## config.mk

```make
export PLATFORM = sky130hd
export DESIGN_NAME = axi_inf_burst_write_core_flat
export DESIGN_NICKNAME = d
export VERILOG_FILES = /design/src/rtl/axi_inf_pkg.sv /design/src/rtl/axi_inf_burst_write_core_if.sv /design/src/rtl/axi_inf_len_fifo.sv /design/src/rtl/axi_inf_burst_write_core.sv /design/src/flat_wrapper.sv
export SDC_FILE = /design/constraint.sdc
export NUM_CORES = 1
export LEC_CHECK = 0
export CORE_AREA = 2 2 258 260
export CTS_BUF_LIST = sky130_fd_sc_hd__clkbuf_8 sky130_fd_sc_hd__clkbuf_16
export DETAILED_ROUTE_END_ITERATION = 6
export DIE_AREA = 0 0 260 262
export HOLD_SLACK_MARGIN = 0.03
export PLACE_DENSITY_LB_ADDON = 0.2
export SKIP_LAST_GASP = 1
export SYNTH_ARGS = -nofsm -noshare
export SYNTH_HDL_FRONTEND = slang
export SYNTH_SLANG_ARGS = --single-unit
```

## constraint.sdc

```tcl
create_clock -name axi_aclk -period 7.8 [get_ports axi_aclk]
set_input_delay 1.17 -clock axi_aclk [delete_from_list [all_inputs] [get_ports axi_aclk]]
set_output_delay 1.17 -clock axi_aclk [all_outputs]
set_load 0.005 [all_outputs]
```

## src/rtl/axi_inf_pkg.sv

```systemverilog
// Shared constants and types for the AXI burst write core.
package axi_inf_pkg;

    localparam logic [1:0] RespOkay   = 2'b00;
    localparam logic [1:0] RespExOkay = 2'b01;
    localparam logic [1:0] RespSlvErr = 2'b10;
    localparam logic [1:0] RespDecErr = 2'b11;

    localparam logic [1:0] BurstIncr = 2'b01;

    localparam int unsigned Boundary4k = 4096;

    typedef enum logic [2:0] {
        StIdle,
        StCalc,
        StAw,
        StDrain,
        StDone
    } state_e;

endpackage

```

## src/rtl/axi_inf_burst_write_core_if.sv

```systemverilog
// AXI4 write-channel bundle (AW, W, B) between the burst core and the interconnect.
interface axi_inf_burst_write_core_if #(
    parameter int unsigned IDSIZE = 4,
    parameter int unsigned ASIZE  = 32,
    parameter int unsigned DSIZE  = 256,
    parameter int unsigned LSIZE  = 8
);

    logic [IDSIZE-1:0]  awid;
    logic [ASIZE-1:0]   awaddr;
    logic [LSIZE-1:0]   awlen;
    logic [2:0]         awsize;
    logic [1:0]         awburst;
    logic               awvalid;
    logic               awready;

    logic [DSIZE-1:0]   wdata;
    logic [DSIZE/8-1:0] wstrb;
    logic               wlast;
    logic               wvalid;
    logic               wready;

    logic [IDSIZE-1:0]  bid;
    logic [1:0]         bresp;
    logic               bvalid;
    logic               bready;

    modport master (
        output awid, awaddr, awlen, awsize, awburst, awvalid,
        input  awready,
        output wdata, wstrb, wlast, wvalid,
        input  wready,
        input  bid, bresp, bvalid,
        output bready
    );

    modport slave (
        input  awid, awaddr, awlen, awsize, awburst, awvalid,
        output awready,
        input  wdata, wstrb, wlast, wvalid,
        output wready,
        output bid, bresp, bvalid,
        input  bready
    );

endinterface

```

## src/rtl/axi_inf_len_fifo.sv

```systemverilog
// Small synchronous FIFO carrying the beat count of each issued burst to the W path.
module axi_inf_len_fifo #(
    parameter int unsigned Width = 9,
    parameter int unsigned Depth = 4
) (
    input  logic             axi_aclk,
    input  logic             axi_resetn,
    input  logic             push,
    input  logic [Width-1:0] push_data,
    input  logic             pop,
    output logic [Width-1:0] head,
    output logic             full,
    output logic             empty
);

    localparam int unsigned PtrW = (Depth > 1) ? $clog2(Depth) : 1;
    localparam int unsigned CntW = $clog2(Depth + 1);

    logic [Width-1:0] mem_q [Depth];
    logic [PtrW-1:0]  wptr_q, rptr_q;
    logic [CntW-1:0]  cnt_q;
    logic             do_push, do_pop;

    assign full    = (cnt_q == CntW'(Depth));
    assign empty   = (cnt_q == '0);
    assign do_push = push && !full;
    assign do_pop  = pop && !empty;
    assign head    = mem_q[rptr_q];

    always_ff @(posedge axi_aclk or negedge axi_resetn) begin
        if (!axi_resetn) begin
            wptr_q <= '0;
            rptr_q <= '0;
            cnt_q  <= '0;
        end else begin
            if (do_push) begin
                wptr_q <= (wptr_q == PtrW'(Depth - 1)) ? '0 : wptr_q + 1'b1;
            end
            if (do_pop) begin
                rptr_q <= (rptr_q == PtrW'(Depth - 1)) ? '0 : rptr_q + 1'b1;
            end
            case ({do_push, do_pop})
                2'b10:   cnt_q <= cnt_q + 1'b1;
                2'b01:   cnt_q <= cnt_q - 1'b1;
                default: cnt_q <= cnt_q;
            endcase
        end
    end

    always_ff @(posedge axi_aclk) begin
        if (do_push) begin
            mem_q[wptr_q] <= push_data;
        end
    end

endmodule

```

## src/rtl/axi_inf_burst_write_core.sv

```systemverilog
// AXI4 write master: splits one request into 4 KB-safe INCR bursts with bounded outstanding AWs.
module axi_inf_burst_write_core
    import axi_inf_pkg::*;
#(
    parameter int unsigned IDSIZE     = 4,
    parameter int unsigned ID         = 0,
    parameter int unsigned ASIZE      = 32,
    parameter int unsigned DSIZE      = 256,
    parameter int unsigned LSIZE      = 8,
    parameter int unsigned TLSIZE     = 24,
    parameter int unsigned MAX_BURST  = 64,
    parameter int unsigned MAX_OUTSTD = 4
) (
    input  logic              axi_aclk,
    input  logic              axi_resetn,
    input  logic              req_valid,
    output logic              req_ready,
    input  logic [ASIZE-1:0]  req_addr,
    input  logic [TLSIZE-1:0] req_beats,
    input  logic [DSIZE-1:0]  s_wdata,
    input  logic              s_wvalid,
    output logic              s_wready,
    output logic              done,
    output logic              err,
    output logic [1:0]        err_resp,
    axi_inf_burst_write_core_if.master axi
);

    localparam int unsigned AwSizeInt = $clog2(DSIZE / 8);
    localparam int unsigned BlenW     = LSIZE + 1;
    localparam int unsigned CntW      = $clog2(MAX_OUTSTD + 1);
    localparam logic [CntW-1:0] MaxOut = CntW'(MAX_OUTSTD);

    state_e            state_q, state_d;
    logic [ASIZE-1:0]  addr_q, addr_d;
    logic [TLSIZE-1:0] rem_q, rem_d;
    logic [BlenW-1:0]  blen_q, blen_d;
    logic [CntW-1:0]   outstd_q, outstd_d;
    logic              err_q, err_d;
    logic [1:0]        err_resp_q, err_resp_d;
    logic [BlenW-1:0]  beat_q, beat_d;

    logic              aw_fire, b_fire, b_match, b_dec;
    logic              w_fire, w_last;
    logic              fifo_full, fifo_empty;
    logic [BlenW-1:0]  head_len;
    logic [31:0]       room_4k, burst_len;

    // Requests are accepted only from IDLE; B is ignored there.
    assign req_ready = (state_q == StIdle);
    assign axi.bready = (state_q != StIdle);

    assign axi.awvalid = (state_q == StAw) && (outstd_q < MaxOut) && !fifo_full;
    assign axi.awid    = axi.awvalid ? IDSIZE'(ID) : '0;
    assign axi.awaddr  = axi.awvalid ? addr_q : '0;
    assign axi.awlen   = axi.awvalid ? LSIZE'(blen_q - 1'b1) : '0;
    assign axi.awsize  = 3'(AwSizeInt);
    assign axi.awburst = BurstIncr;

    assign aw_fire = axi.awvalid && axi.awready;
    assign b_fire  = axi.bvalid && axi.bready;
    assign b_match = b_fire && (axi.bid == IDSIZE'(ID));
    assign b_dec   = b_match && (outstd_q != '0);

    assign done     = (state_q == StDone);
    assign err      = done && err_q;
    assign err_resp = done ? err_resp_q : 2'b00;

    always_comb begin
        room_4k   = (32'(Boundary4k) - {20'd0, addr_q[11:0]}) >> AwSizeInt;
        burst_len = 32'(rem_q);
        if (burst_len > MAX_BURST) burst_len = MAX_BURST;
        if (burst_len > room_4k)   burst_len = room_4k;
    end

    always_comb begin
        state_d    = state_q;
        addr_d     = addr_q;
        rem_d      = rem_q;
        blen_d     = blen_q;
        err_d      = err_q;
        err_resp_d = err_resp_q;

        case ({aw_fire, b_dec})
            2'b10:   outstd_d = outstd_q + 1'b1;
            2'b01:   outstd_d = outstd_q - 1'b1;
            default: outstd_d = outstd_q;
        endcase

        if (b_match && (axi.bresp != RespOkay)) begin
            err_d = 1'b1;
            if (!err_q) err_resp_d = axi.bresp;
        end

        case (state_q)
            StIdle: begin
                if (req_valid) begin
                    addr_d     = req_addr;
                    rem_d      = req_beats;
                    err_d      = 1'b0;
                    err_resp_d = RespOkay;
                    state_d    = (req_beats == '0) ? StDone : StCalc;
                end
            end
            StCalc: begin
                blen_d  = BlenW'(burst_len);
                state_d = StAw;
            end
            StAw: begin
                if (aw_fire) begin
                    addr_d  = addr_q + (ASIZE'(blen_q) << AwSizeInt);
                    rem_d   = rem_q - TLSIZE'(blen_q);
                    state_d = (rem_q == TLSIZE'(blen_q)) ? StDrain : StCalc;
                end
            end
            StDrain: begin
                // Looking at next-cycle outstanding lets done follow the final B by one cycle.
                if ((outstd_d == '0) && fifo_empty) state_d = StDone;
            end
            StDone:  state_d = StIdle;
            default: state_d = StIdle;
        endcase
    end

    always_ff @(posedge axi_aclk or negedge axi_resetn) begin
        if (!axi_resetn) begin
            state_q    <= StIdle;
            addr_q     <= '0;
            rem_q      <= '0;
            blen_q     <= '0;
            outstd_q   <= '0;
            err_q      <= 1'b0;
            err_resp_q <= 2'b00;
            beat_q     <= '0;
        end else begin
            state_q    <= state_d;
            addr_q     <= addr_d;
            rem_q      <= rem_d;
            blen_q     <= blen_d;
            outstd_q   <= outstd_d;
            err_q      <= err_d;
            err_resp_q <= err_resp_d;
            beat_q     <= beat_d;
        end
    end

    // W path: pure pass-through gated by the presence of a pending burst length.
    assign axi.wvalid = !fifo_empty && s_wvalid;
    assign s_wready   = !fifo_empty && axi.wready;
    assign axi.wdata  = fifo_empty ? '0 : s_wdata;
    assign axi.wstrb  = '1;
    assign w_last     = !fifo_empty && (beat_q == head_len - 1'b1);
    assign axi.wlast  = w_last;
    assign w_fire     = axi.wvalid && axi.wready;

    always_comb begin
        beat_d = beat_q;
        if (w_fire) beat_d = w_last ? '0 : beat_q + 1'b1;
    end

    axi_inf_len_fifo #(
        .Width (BlenW),
        .Depth (MAX_OUTSTD)
    ) u_len_fifo (
        .axi_aclk   (axi_aclk),
        .axi_resetn (axi_resetn),
        .push       (aw_fire),
        .push_data  (blen_q),
        .pop        (w_fire && w_last),
        .head       (head_len),
        .full       (fifo_full),
        .empty      (fifo_empty)
    );

endmodule

```

## src/flat_wrapper.sv

```systemverilog
// flat-port wrapper written by rule: the top's interface ports become plain ports
module axi_inf_burst_write_core_flat import axi_inf_pkg::*;
#(
    parameter int unsigned IDSIZE     = 4,
    parameter int unsigned ID         = 0,
    parameter int unsigned ASIZE      = 32,
    parameter int unsigned DSIZE      = 256,
    parameter int unsigned LSIZE      = 8,
    parameter int unsigned TLSIZE     = 24,
    parameter int unsigned MAX_BURST  = 64,
    parameter int unsigned MAX_OUTSTD = 4
)
  (axi_aclk, axi_resetn, req_valid, req_ready, req_addr, req_beats, s_wdata, s_wvalid, s_wready, done, err, err_resp, axi_awid, axi_awaddr, axi_awlen, axi_awsize, axi_awburst, axi_awvalid, axi_awready, axi_wdata, axi_wstrb, axi_wlast, axi_wvalid, axi_wready, axi_bid, axi_bresp, axi_bvalid, axi_bready);
  axi_inf_burst_write_core_if #(.IDSIZE(IDSIZE), .ASIZE(ASIZE), .DSIZE(DSIZE), .LSIZE(LSIZE)) axi_i ();
  input  logic axi_aclk;
  input  logic axi_resetn;
  input  logic req_valid;
  output logic req_ready;
  input  logic [ASIZE-1:0] req_addr;
  input  logic [TLSIZE-1:0] req_beats;
  input  logic [DSIZE-1:0] s_wdata;
  input  logic s_wvalid;
  output logic s_wready;
  output logic done;
  output logic err;
  output logic [1:0] err_resp;
  output wire logic [$bits(axi_i.awid)-1:0] axi_awid;
  output wire logic [$bits(axi_i.awaddr)-1:0] axi_awaddr;
  output wire logic [$bits(axi_i.awlen)-1:0] axi_awlen;
  output wire logic [$bits(axi_i.awsize)-1:0] axi_awsize;
  output wire logic [$bits(axi_i.awburst)-1:0] axi_awburst;
  output wire logic [$bits(axi_i.awvalid)-1:0] axi_awvalid;
  input wire logic [$bits(axi_i.awready)-1:0] axi_awready;
  output wire logic [$bits(axi_i.wdata)-1:0] axi_wdata;
  output wire logic [$bits(axi_i.wstrb)-1:0] axi_wstrb;
  output wire logic [$bits(axi_i.wlast)-1:0] axi_wlast;
  output wire logic [$bits(axi_i.wvalid)-1:0] axi_wvalid;
  input wire logic [$bits(axi_i.wready)-1:0] axi_wready;
  input wire logic [$bits(axi_i.bid)-1:0] axi_bid;
  input wire logic [$bits(axi_i.bresp)-1:0] axi_bresp;
  input wire logic [$bits(axi_i.bvalid)-1:0] axi_bvalid;
  output wire logic [$bits(axi_i.bready)-1:0] axi_bready;
  assign axi_awid = axi_i.awid;
  assign axi_awaddr = axi_i.awaddr;
  assign axi_awlen = axi_i.awlen;
  assign axi_awsize = axi_i.awsize;
  assign axi_awburst = axi_i.awburst;
  assign axi_awvalid = axi_i.awvalid;
  assign axi_i.awready = axi_awready;
  assign axi_wdata = axi_i.wdata;
  assign axi_wstrb = axi_i.wstrb;
  assign axi_wlast = axi_i.wlast;
  assign axi_wvalid = axi_i.wvalid;
  assign axi_i.wready = axi_wready;
  assign axi_i.bid = axi_bid;
  assign axi_i.bresp = axi_bresp;
  assign axi_i.bvalid = axi_bvalid;
  assign axi_bready = axi_i.bready;
  axi_inf_burst_write_core #(.IDSIZE(IDSIZE), .ID(ID), .ASIZE(ASIZE), .DSIZE(DSIZE), .LSIZE(LSIZE), .TLSIZE(TLSIZE), .MAX_BURST(MAX_BURST), .MAX_OUTSTD(MAX_OUTSTD)) u_core (.axi_aclk(axi_aclk), .axi_resetn(axi_resetn), .req_valid(req_valid), .req_ready(req_ready), .req_addr(req_addr), .req_beats(req_beats), .s_wdata(s_wdata), .s_wvalid(s_wvalid), .s_wready(s_wready), .done(done), .err(err), .err_resp(err_resp), .axi(axi_i));
endmodule
```

==> metrics.md <==
| Metric | Value |
|---|---|
| Post-synthesis sequential area ratio | `about 33%` |
| CP Launch Type | `flip-flop` |
| CTS tree | `built` |
| DRT Wirelength | `between 70 and 80 mm` |
| First-pass DRT Iterations | `5` |
| Predominant post-synthesis flop cell | `dfrtp_1` |
| Busiest grt layer | `met2` |
| Final hold viol count | `0` |
| Multi-input gate area | `about 0.006 mm²` |
| Reg2Reg Depth | `16` |
| Vias in the first global route | `around 12000` |
| Min-Delay Path Depth | `2` |
| LEAKAGE | `roughly 6.9 nW` |
| Area Overhead vs Synth | `76.11%` |
| Total gr overflow | `0` |
| Most frequent cells in the layout | `629 x clkdlybuf4s50_1, 263 x and2_1, 90 x nand2_1, 90 x dfrtp_1, 76 x nor2_1` |
| Part of the cycle the worst path needs | `between 60% and 70%` |
| Max Root-Sink Buffers | `2` |
| Half-perimeter wire length after placement | `around 66 mm` |
| # port buffers | `between 600 and 700` |
| DR WL/cell | `about 28 µm` |
| Slew HR | `between 30% and 40%` |
| Root Driver | `clkbuf_16` |
| Pwr per Cell Area | `330.8 mW/mm²` |
| Synthesis warning total | `0` |
| Slew Viols, Final | `0` |
| FFs w/ async S/R, synth | `a little under three quarters` |
| Vias per std cell | `roughly 4.4` |
| Final Hold Slack | `slightly below 0.5 ns` |
| First-pass GRT wire length | `~100 mm` |
| FF-to-FF Start | `u_core.state_q[1]` |
| EDFF count, synth | `36` |
| Die height | `~260 µm` |
| GRT Total Usage | `between 20% and 30%` |
| Placed instance area | `roughly 0.017 mm²` |
| Met2 GRT Util | `34.61%` |
| DRC viols | `0` |
| CTS Sinks | `between 100 and 150` |
| Total Power | `about 0.0059 W` |
| Worst Tran Pin Value | `slightly below 1 ns` |
| Clk_skew | `0.01047 ns` |
| Synth cell types | `74` |
| Hold path startpoint | `u_core.addr_q[1]` |
| Core ar. | `between 0.06 and 0.07 mm²` |
| Worst Setup End Kind | `output port` |
| Detailed-route via count | `11720` |
| Worst-skew pair later-pin latency | `approximately 0.43 ns` |
| Peak VDD IR | `about 0.19 mV` |
| Die area | `between 0.06 and 0.07 mm²` |
| RD Place Congestion | `approximately 0.92` |
| Synthesized cell area | `roughly 0.010 mm²` |
| IO Count | `~670` |
| # rows | `between 90 and 100` |
| Hold EP | `u_core.addr_q[1]` |
| Commonest non-fill, non-tap cell in the layout | `clkdlybuf4s50_1` |
| Worst Hold Class | `reg -> reg` |
| Syn avg cell area | `between 8 and 9 µm²` |
| Unrepaired setup endpoints after global routing | `no` |
| Met3 usage | `under 10%` |
| Total CTS buffers | `17` |
| Met1 Usage GRT | `27.33%` |
| Setup Buffers After CTS | `0` |
| Max Clk Rate | `about 210 MHz` |
| Post-Layout Inst Area | `about 0.018 mm²` |
| Worst-path maximum fanout | `13` |
| CP Data Arrival Time | `about 3.7 ns` |
| Pin count of the biggest net entering global routing | `between 100 and 150` |
| R2R Setup Slk | `approximately 3.1 ns` |
| Worst EP required | `around 6.6 ns` |
| Yosys reg bits | `between 100 and 150` |
| R2r endpoint | `u_core.state_q[1]` |
| Run status | `completed` |
| First DRT Iteration DRCs | `723` |
| Post-Route Setup TNS | `0 ns` |
| Layout cells sized above 1 | `slightly above 4%` |
| Initial antenna violation count | `80` |
| Die X | `between 200 and 300 µm` |
| Final net count | `between 2000 and 2500` |
| Hold_buf cts | `0` |
| Sequential Area | `roughly 0.0033 mm²` |
| Post-CTS sizing | `0` |
| Max Cap Viol | `0` |
| Setup CP Type | `reg -> out` |
| # fillers | `7000` |
| Initial Util | `between 10% and 20%` |
| Min cycle time layout | `slightly below 5 ns` |
| Final ANT Viol Nets | `0` |
| Endpoints failing setup | `0` |
| H-tree Lvls | `4` |
| Reg clk slew, reported paths | `0.06 ns` |
| Post-Synthesis Cells | `about 1200` |
[cell type report]
type,count,share of cell area (%)
Antenna cell,16,0.2259
Clock buffer,17,2.400
Clock inverter,15,0.8542
Inverter,44,0.9318
Multi-Input combinational cell,967,34.61
Sequential cell,126,18.81
Tap cell,864,6.099
Timing Repair Buffer,642,36.07
[stage by stage]
step	std cells	utilization, %	setup WS (ns)
2_1_floorplan	1255	-	4.115
3_3_place_gp	2643	26.21	3.230
3_5_place_dp	2643	26.21	3.110
4_1_cts	2675	27.09	2.863
5_1_grt	2680	27.11	2.574
6_report	2691	27.15	2.929
[power breakdown]
part | total [W] | leakage, nW | switching (W) | internal [W]
clock network | 0.000812 | 0.273 | 0.000362 | 0.000450
registers | 0.00121 | 1.40 | 0.000284 | 0.000924
logic | 0.00384 | 5.21 | 0.00196 | 0.00188
[kinds of logic (layout without fill, tap and decap cells)]
logic type | after synthesis | in the layout | share of synthesized area (%)
AOI/OAI and AO/OA | 212 | 212 | 12.93
adders and majority gates | 40 | 40 | 5.271
other | 2 | 58 | 0.07462
buffers and inverters | 162 | 718 | 7.770
and+or+nand+nor | 615 | 615 | 33.99
xor gates and xnor gates | 39 | 39 | 3.394
DFF | 126 | 126 | 33.12
muxes | 19 | 19 | 3.456
[flip-flops by register name, indices dropped and copies added, names as in the netlist]
signal / cells
u_core.u_len_fifo.rptr_q: 2
u_core.u_len_fifo.cnt_q: 3
u_core.outstd_q: 3
u_core.rem_q: 24
u_core.beat_q: 9
u_core.state_q: 3
u_core.err_q: 1
u_core.blen_q: 9
u_core.u_len_fifo.wptr_q: 2
u_core.u_len_fifo.mem_q: 36
u_core.addr_q: 32
u_core.err_resp_q: 2
[critical path: stages (launching register included)]
cell and delay (ns):
dfrtp_1 0.73, mux4_2 0.64, inv_1 0.08, ha_1 0.20
xnor2_1 0.15, xnor2_1 0.08, nor2_1 0.10, nand4_1 0.10
nor4_1 0.37, and2_4 0.25, clkdlybuf4s50_1 0.57
[Yosys cell counts (all sizes together), types with 13 or more instances]
library cell | number | share of area (%)
edfxtp | 36 | 11
nand2 | 91 | 3.4
nor4 | 15 | 0.99
a21oi | 71 | 3.6
ha | 36 | 4.5
inv | 43 | 1.6
or3 | 13 | 0.81
nor2 | 76 | 2.8
o21ai | 53 | 2.6
nor3 | 27 | 1.5
and2 | 264 | 16
clkbuf | 72 | 2.7
dfrtp | 90 | 22
buf | 46 | 3.4
xor2 | 16 | 1.4
a31oi | 14 | 0.87
and3 | 50 | 3.1
xnor2 | 23 | 2.0
nand3 | 28 | 1.4
[routing by layer]
metal	wire, µm	up-vias
met1	31790	5662
met3	7622	102
met5	141	-
met4	1113	22
met2	35040	648
li1	-	5289
[worst max-delay path by stage]
stage	start	end	slack, ns	depth (start not counted)
finish	u_core.u_len_fifo.rptr_q[0]	axi_wlast	2.93	10
CTS	u_core.u_len_fifo.rptr_q[0]	axi_wlast	2.86	10
global route	u_core.u_len_fifo.rptr_q[0]	axi_wlast	2.57	10
global placement	axi_awready	u_core.state_q[1]	3.23	13
floorplan	u_core.rem_q[9]	u_core.blen_q[6]	4.12	16
detailed placement	axi_awready	u_core.state_q[1]	3.11	13
No activity file was read; power rests on OpenSTA's default activity.
